**src/rtl/fpu_arbiter.sv**
```systemverilog
`timescale 1ns/1ps
`default_nettype none
// ============================================================================
// Module   : fpu_arbiter
// Purpose  : Round-robin arbiter/sequencer sharing one FPU among NUM_REQ
//            requesters: grant, issue, wait for done (or timeout), respond.
// Revision : 1.0 - initial release
// ============================================================================
module fpu_arbiter #(
  parameter int NUM_REQ        = 4,
  parameter int TIMEOUT_CYCLES = 64
) (
  input  logic                    clk,
  input  logic                    reset_i,
  input  logic [NUM_REQ-1:0]      req_valid_i,
  input  logic [3*NUM_REQ-1:0]    req_op_i,
  input  logic [32*NUM_REQ-1:0]   req_a_i,
  input  logic [32*NUM_REQ-1:0]   req_b_i,
  output logic [NUM_REQ-1:0]      req_ready_o,
  output logic [NUM_REQ-1:0]      resp_valid_o,
  output logic [31:0]             resp_value_o,
  output logic                    resp_error_o,
  output logic                    busy_o,
  output logic [2:0]              fpu_op_o,
  output logic [31:0]             fpu_a_o,
  output logic [31:0]             fpu_b_o,
  output logic                    fpu_exec_strobe_o,
  input  logic [31:0]             fpu_z_i,
  input  logic                    fpu_done_strobe_i
);

  localparam int c_IW = (NUM_REQ > 1) ? $clog2(NUM_REQ) : 1;
  localparam int c_TW = (TIMEOUT_CYCLES > 1) ? $clog2(TIMEOUT_CYCLES) : 1;
  localparam logic [c_IW:0]   c_NUM   = (c_IW+1)'(NUM_REQ);
  localparam logic [c_IW-1:0] c_LAST  = c_IW'(NUM_REQ - 1);
  localparam logic [c_TW-1:0] c_TLAST = c_TW'(TIMEOUT_CYCLES - 1);

  localparam logic [1:0] c_IDLE  = 2'd0;
  localparam logic [1:0] c_ISSUE = 2'd1;
  localparam logic [1:0] c_WAIT  = 2'd2;
  localparam logic [1:0] c_RESP  = 2'd3;

  logic [1:0]      r_state;
  logic [1:0]      w_state_nxt;
  logic [c_IW-1:0] r_rr_ptr;
  logic [c_IW-1:0] r_grant;
  logic [c_TW-1:0] r_tcnt;
  logic [2:0]      r_fpu_op;
  logic [31:0]     r_fpu_a;
  logic [31:0]     r_fpu_b;
  logic [31:0]     r_resp_value;
  logic            r_resp_error;

  logic [2:0]      w_op [NUM_REQ];
  logic [31:0]     w_a  [NUM_REQ];
  logic [31:0]     w_b  [NUM_REQ];
  logic            w_any;
  logic [c_IW-1:0] w_sel;
  logic            w_accept;
  logic            w_legal;
  logic            w_timeout;

  for (genvar gi = 0; gi < NUM_REQ; gi++) begin : g_unpack
    assign w_op[gi] = req_op_i[3*gi +: 3];
    assign w_a[gi]  = req_a_i[32*gi +: 32];
    assign w_b[gi]  = req_b_i[32*gi +: 32];
  end

  // Scan downward so the closest valid index at/after the pointer wins last.
  always_comb begin
    logic [c_IW:0] v_sum;
    logic [c_IW:0] v_idx;
    w_any = 1'b0;
    w_sel = '0;
    for (int k = NUM_REQ - 1; k >= 0; k--) begin
      v_sum = {1'b0, r_rr_ptr} + (c_IW+1)'(k);
      v_idx = (v_sum >= c_NUM) ? (v_sum - c_NUM) : v_sum;
      if (req_valid_i[v_idx[c_IW-1:0]]) begin
        w_any = 1'b1;
        w_sel = v_idx[c_IW-1:0];
      end
    end
  end

  assign w_accept  = (r_state == c_IDLE) && w_any;
  assign w_legal   = (w_op[w_sel] <= 3'd4);
  assign w_timeout = (TIMEOUT_CYCLES != 0) && (r_tcnt == c_TLAST);

  always_ff @(posedge clk or posedge reset_i) begin
    if (reset_i) r_state <= c_IDLE;
    else         r_state <= w_state_nxt;
  end

  always_comb begin
    w_state_nxt = r_state;
    case (r_state)
      c_IDLE:  if (w_accept) w_state_nxt = w_legal ? c_ISSUE : c_RESP;
      c_ISSUE: w_state_nxt = c_WAIT;
      c_WAIT:  if (fpu_done_strobe_i || w_timeout) w_state_nxt = c_RESP;
      default: w_state_nxt = c_IDLE;
    endcase
  end

  // Ready is masked by reset so no client sees an accept while reset is held.
  always_comb begin
    req_ready_o       = '0;
    resp_valid_o      = '0;
    fpu_exec_strobe_o = 1'b0;
    busy_o            = (r_state != c_IDLE);
    case (r_state)
      c_IDLE:  if (w_any && !reset_i) req_ready_o[w_sel] = 1'b1;
      c_ISSUE: fpu_exec_strobe_o = 1'b1;
      c_RESP:  resp_valid_o[r_grant] = 1'b1;
      default: ;
    endcase
  end

  always_ff @(posedge clk or posedge reset_i) begin
    if (reset_i) begin
      r_rr_ptr     <= '0;
      r_grant      <= '0;
      r_tcnt       <= '0;
      r_fpu_op     <= '0;
      r_fpu_a      <= '0;
      r_fpu_b      <= '0;
      r_resp_value <= '0;
      r_resp_error <= 1'b0;
    end else begin
      case (r_state)
        c_IDLE: begin
          if (w_accept) begin
            r_fpu_op <= w_op[w_sel];
            r_fpu_a  <= w_a[w_sel];
            r_fpu_b  <= w_b[w_sel];
            r_grant  <= w_sel;
            if (!w_legal) begin
              r_resp_value <= '0;
              r_resp_error <= 1'b1;
            end
          end
        end
        c_ISSUE: r_tcnt <= '0;
        c_WAIT: begin
          // Done takes priority over a timeout expiring in the same cycle.
          if (fpu_done_strobe_i) begin
            r_resp_value <= fpu_z_i;
            r_resp_error <= 1'b0;
          end else begin
            r_tcnt <= r_tcnt + 1'b1;
            if (w_timeout) begin
              r_resp_value <= '0;
              r_resp_error <= 1'b1;
            end
          end
        end
        default: r_rr_ptr <= (r_grant == c_LAST) ? '0 : r_grant + 1'b1;
      endcase
    end
  end

  assign fpu_op_o     = r_fpu_op;
  assign fpu_a_o      = r_fpu_a;
  assign fpu_b_o      = r_fpu_b;
  assign resp_value_o = r_resp_value;
  assign resp_error_o = r_resp_error;

endmodule
`default_nettype wire

```
**config.mk**
```make
export PLATFORM = sky130hd
export DESIGN_NAME = fpu_arbiter
export DESIGN_NICKNAME = d
export VERILOG_FILES = /design/src/rtl/fpu_arbiter.sv
export SDC_FILE = /design/constraint.sdc
export NUM_CORES = 1
export LEC_CHECK = 0
export ABC_CLOCK_PERIOD_IN_PS = 5300
export BUFFER_PORTS_ARGS = -buffer_cell sky130_fd_sc_hd__buf_2
export CORE_AREA = 2 2 163 165
export CTS_BUF_LIST = sky130_fd_sc_hd__clkbuf_8
export DETAILED_ROUTE_END_ITERATION = 7
export DIE_AREA = 0 0 165 167
export SETUP_SLACK_MARGIN = 0.1
export SLEW_MARGIN = 10
export SYNTH_ARGS = -nofsm -noshare
export SYNTH_HDL_FRONTEND = slang
export SYNTH_SLANG_ARGS = --single-unit
```
**constraint.sdc**
```tcl
create_clock -name clk -period 5.3 [get_ports clk]
set_clock_uncertainty 0.1 [all_clocks]
set_input_delay 1.06 -clock clk [delete_from_list [all_inputs] [get_ports clk]]
set_output_delay 1.06 -clock clk [all_outputs]
set_load 0.005 [all_outputs]
```
======== Yosys cells after proc, flatten, opt, wreduce, memory -nomap -nowiden ========
Cells that the tools add are included.
Widths: inputs -> output; s select.
cells by class
  bitwise gates (word level) .............. 1
  reductions and logical operators ........ 15
  $lt $le $gt $ge ......................... 14
  shift operators ......................... 0
  eq/ne operators ......................... 10
  div/mod/pow operators ................... 0
  $mul .................................... 0
  add/sub/neg operators ................... 9
  mux-type cells .......................... 54
operators with widths
  kind                 number
  $mux 32              8
  $bmux 32 s2          2
  $pmux 32 s2          1
  $mux 2               12
  $lt 2x3->1 const B   6
  $mux 1               15
  $ge 3x3->1 const B   4
  $mux 4               3
  $pmux 6 s2           1
  $bmux 1 s2           4
  $ne 2x2->1 const B   4
  $sub 2x1->2 const B  4
  $add 2x2->3 const B  2
  $add 6x1->6 const B  1
  $bmux 3 s2           1
  $eq 2x2->1 const B   3
  $eq 6x6->1 const B   1
  $mux 3               2
  $mux 6               1
  $pmux 2 s3           1
  $reduce_and 2->1     3
  $reduce_bool 2->1    3
  $demux 1 s2          2
  $ge 2x1->1 const B   2
  other kinds (14)     17
storage, ports and cells
  word-level logic and storage cells ...... 112
  bits in latches ......................... 0
  memory bits (read-only) ................. 0
  RAM bits ................................ 0
  bits of input ports ..................... 307
  bits in registers ....................... 112
  memories ................................ 0

======== Depth between registers and ports, before layout ========
  depth in word-level cells ............... 17
  gate-level depth with buffers ........... 11
  mapped depth without buffers ............ 9

======== Least setup slack after synthesis ========
OpenSTA, ideal clock, no wires.
  path kind ............................... input -> output
  start point ............................. in req_valid_i[1]
  end point ............................... out req_ready_o[0]
  cell stages on the path ................. 6
  arrival time ............................ 2.484 ns
  setup slack ............................. 1.656 ns
  data required time ...................... 4.140 ns
  path through ............................ nor4_1 nand2b_1 clkbuf_1 clkbuf_1 clkbuf_1 nor4_1
on the way
  word-level cells in the longest chain between the ends .. 12
  elaborated cells between the ends (all ways) .. 24
ends and longest elaborated chain
  what                                                            RTL line  source
  start, declared                                                 15        input logic [NUM_REQ-1:0] req_valid_i,
  $bmux 1 s2                                                      78        if (req_valid_i[v_idx[c_IW-1:0]]) begin
  $mux 1 (not written as such)                                    78
  $mux 2 (4 in a row)                                             78
  $lt 2x3->1 (not written as such) or $ge 2x1->1 (tied branches)  111       c_IDLE: if (w_any && !reset_i) req_ready_o[w_sel] = 1'b1;
  $logic_and 1x1->1 (not written as such)                         111
  $mux 1 (not written as such)                                    111
  $demux 1 s2                                                     111
  $mux 4 *                                                        111
  $mux 4 *                                                        110       case (r_state)
  end, declared                                                   19        output logic [NUM_REQ-1:0] req_ready_o,
Every way passes the cells marked *; elsewhere a longest branch is shown, timed or not. The select of a mux whose other input is x is not followed.

======== Final worst setup path ========
  start point ............................. in req_valid_i[3]
  end point ............................... out req_ready_o[1]
The elaborated chain is that of the path after synthesis.

==> metrics.csv <==
metric,value,unit
worstPathArrival,2.71,ns
netlist.area_leader.share,37.1,%
start_util,29.3,%
status,finished clean,
max_freq,0.259,GHz
power.leakage,5.27,nW
seqCellArea,2800,µm²
drive_gt1_share,34.4,%
r2r-end,resp_value_o[21]$_DFFE_PP0P_,
syn-num-nets,1408,
tightest_slew,0.995,ns
fin_util,38.9,%
finalCritPeriodShare,72.9,%
end_kind,output port,
synth_cell_type_count,40,
final_area,10000,µm²
grt_remaining_overflow,0,
power.density,515,nW/µm²
drc,0,
clk_latency,0.37,ns
min_path_cells,2,
path_clk_slew,0.09,ns
ys.flop_type,dfrtp_1,
grt_pass1_vias,8181,
post_cts_buffers,0,
routed_wl,30000,µm
grtUsageTotal,21.3,%
ir_worst_vdd,0.264,mV
place_hpwl,22400,µm
syn_inst,1091,
root_buffer,clkbuf_8,
place_congestion,0.917,
slew_headroom,33.7,%
antenna_found_initial,6,
wire_per_inst,16.9,µm
cts-buffers-inserted,9,
antenna_left,0,
total_power,0.00516,W
rrSetupSlack,2.07,ns
synthArstFlopShare,100,%
yosysMostFrequentCell,nand2_1,
r2r_cells,8,
rsz0062_at_grt,no,
slew_viol_final,0,
rows,59,
worst-setup-path-type,in2out,
drt_iter0_drc,606,
htreeDepth,3,
grt_pass1_wl,45600,µm
port_buffers,416,
die-height,167,µm
yosysWarnings,0,
dr_total_vias,8839,
multi_input_area,4360,µm²
hp-class,reg2reg,
cts_hold_buffers,0,
fin_crit,3.87,ns
hold_violations,0,
clockBufferDepth,2,
io_pins,417,
holdPathEnd,fpu_a_o[22]$_DFFE_PP0P_,
area_growth,32.7,%
maxCapViolations,0,
crit_start,req_valid_i[3],
fin_nets,1753,
critPathRequiredTime,4.14,ns
yosys.area.top_type,dfrtp_1,
hp-start,fpu_a_o[22]$_DFFE_PP0P_,
cts.sinks,112,
die_w,165,µm
post_drt_via_cell_ratio,4.97,
yosysSeqAreaShare,37.1,%
cts-resized-gates,0,
setup_tns,0,ns
setup_viol,0,
cts_tree,done,
firstDrtPassIters,4,
synth-seq-cells,112,
die-area,27600,µm²
grt_start_max_net_pins,117,
post_synth.cell_area_avg,6.92,µm²
crit_path_max_fanout,23,
yosys-top-cells-count,"nand2_1 (461), nand3_1 (138), dfrtp_1 (112)",
synth_edf_count,0,
critPathLaunchType,primary input,
ys_top_cells_by_area,"dfrtp_1 (37%), nand2_1 (23%), nand3_1 (9.2%), o21ai_0 (7.4%), a311o_1 (4.1%)",
core_area,25800,µm²
placed_area,9800,µm²
nFillCells,2767,
syn-cell-area,7550,µm²
worstReg2RegStart,r_rr_ptr[0]$_DFFE_PP0N_,
-- area by class of cell --
type	instances	share of cell area, %
Multi-Input combinational cell	874	43.6
Clock buffer	11	1.51
Inverter	10	0.400
Tap cell	335	4.19
Timing Repair Buffer	429	21.8
Clock inverter	4	0.512
Antenna cell	3	0.0750
Sequential cell	112	28.0
-- routing by layer --
layer	track usage (%)	wire length, µm
met1	27.6	13000
met4	4.31	399
met2	35.5	14300
met5	0	13
met3	5.65	2370
-- cell families (layout without fill, tap and decap cells) --
family	Yosys count	in the layout	synth area share [%]
AND/OR/NAND/NOR	667	667	37.5
AO/OA/AOI/OAI	192	192	17.4
flip-flops	112	112	37.1
buffers and inverters	105	454	5.59
adder cells (fa/ha/maj)	10	10	1.66
multiplexers	5	5	0.729
other	0	3	0
-- layout by cell type, fill, tap and decap left out, types with 2 or more instances in the layout --
cell type / Yosys / final
nor2_1: 8 / 7
nand4_1: 2 / 2
or2_2: 1 / 2
nand3_1: 138 / 138
nand2_1: 461 / 459
buf_2: 7 / 416
clkbuf_8: 0 / 11
nor2_4: 0 / 2
o21ai_0: 111 / 111
and2_1: 8 / 8
nor4_1: 36 / 36
o211ai_2: 4 / 4
inv_1: 10 / 9
nand2_4: 0 / 2
a311o_1: 31 / 31
a211oi_1: 2 / 2
mux2_2: 4 / 4
dfrtp_1: 112 / 112
a31o_2: 32 / 32
nand2b_1: 6 / 5
buf_4: 5 / 13
a21oi_1: 2 / 2
diode_2: 0 / 3
ha_1: 10 / 9
-- critical path, cell delays in order --
cell and delay [ns]:
buf_2 0.14, mux2i_1 0.10, o2bb2ai_2 0.19, or2_2 0.51, buf_4 0.30, nor4_1 0.24
buf_2 0.15
-- worst max path at each step --
stage	to	slack, ns	depth (start not counted)
global placement	resp_value_o[4]$_DFFE_PP0P_	1.30	9
detailed placement	resp_value_o[27]$_DFFE_PP0P_	1.24	9
finish	req_ready_o[1]	1.43	7
floorplan	fpu_a_o[0]$_DFFE_PP0P_	1.18	1
CTS	req_ready_o[3]	1.42	6
global route	req_ready_o[2]	1.25	6
-- where the power goes --
| group | internal [W] | total [W] | switching, W |
|---|---|---|---|
| clock | 0.000244 | 0.000554 | 0.000311 |
| combinational | 0.00115 | 0.00311 | 0.00196 |
| sequential | 0.00124 | 0.00150 | 0.000257 |
-- registers in the layout (all words and copies together), names as in the netlist --
register and flops:
fpu_b_o 32, resp_value_o 32, fpu_a_o 32, r_rr_ptr 2, resp_error_o 1, r_tcnt 6
fpu_op_o 3, r_grant 2, r_state 2
-- per-stage QoR --
| step | setup slack (ns) | hold WS [ns] | std cells |
|---|---|---|---|
| 4_1_cts | 1.42 | 0.388 | 1775 |
| 5_1_grt | 1.25 | 0.413 | 1777 |
| 3_5_place_dp | 1.24 | 0.365 | 1760 |
| 6_report | 1.43 | 0.383 | 1778 |
| 2_1_floorplan | 1.18 | 0.355 | 1091 |
| 3_3_place_gp | 1.30 | 0.359 | 1760 |
(Power assumes the default switching activity.)
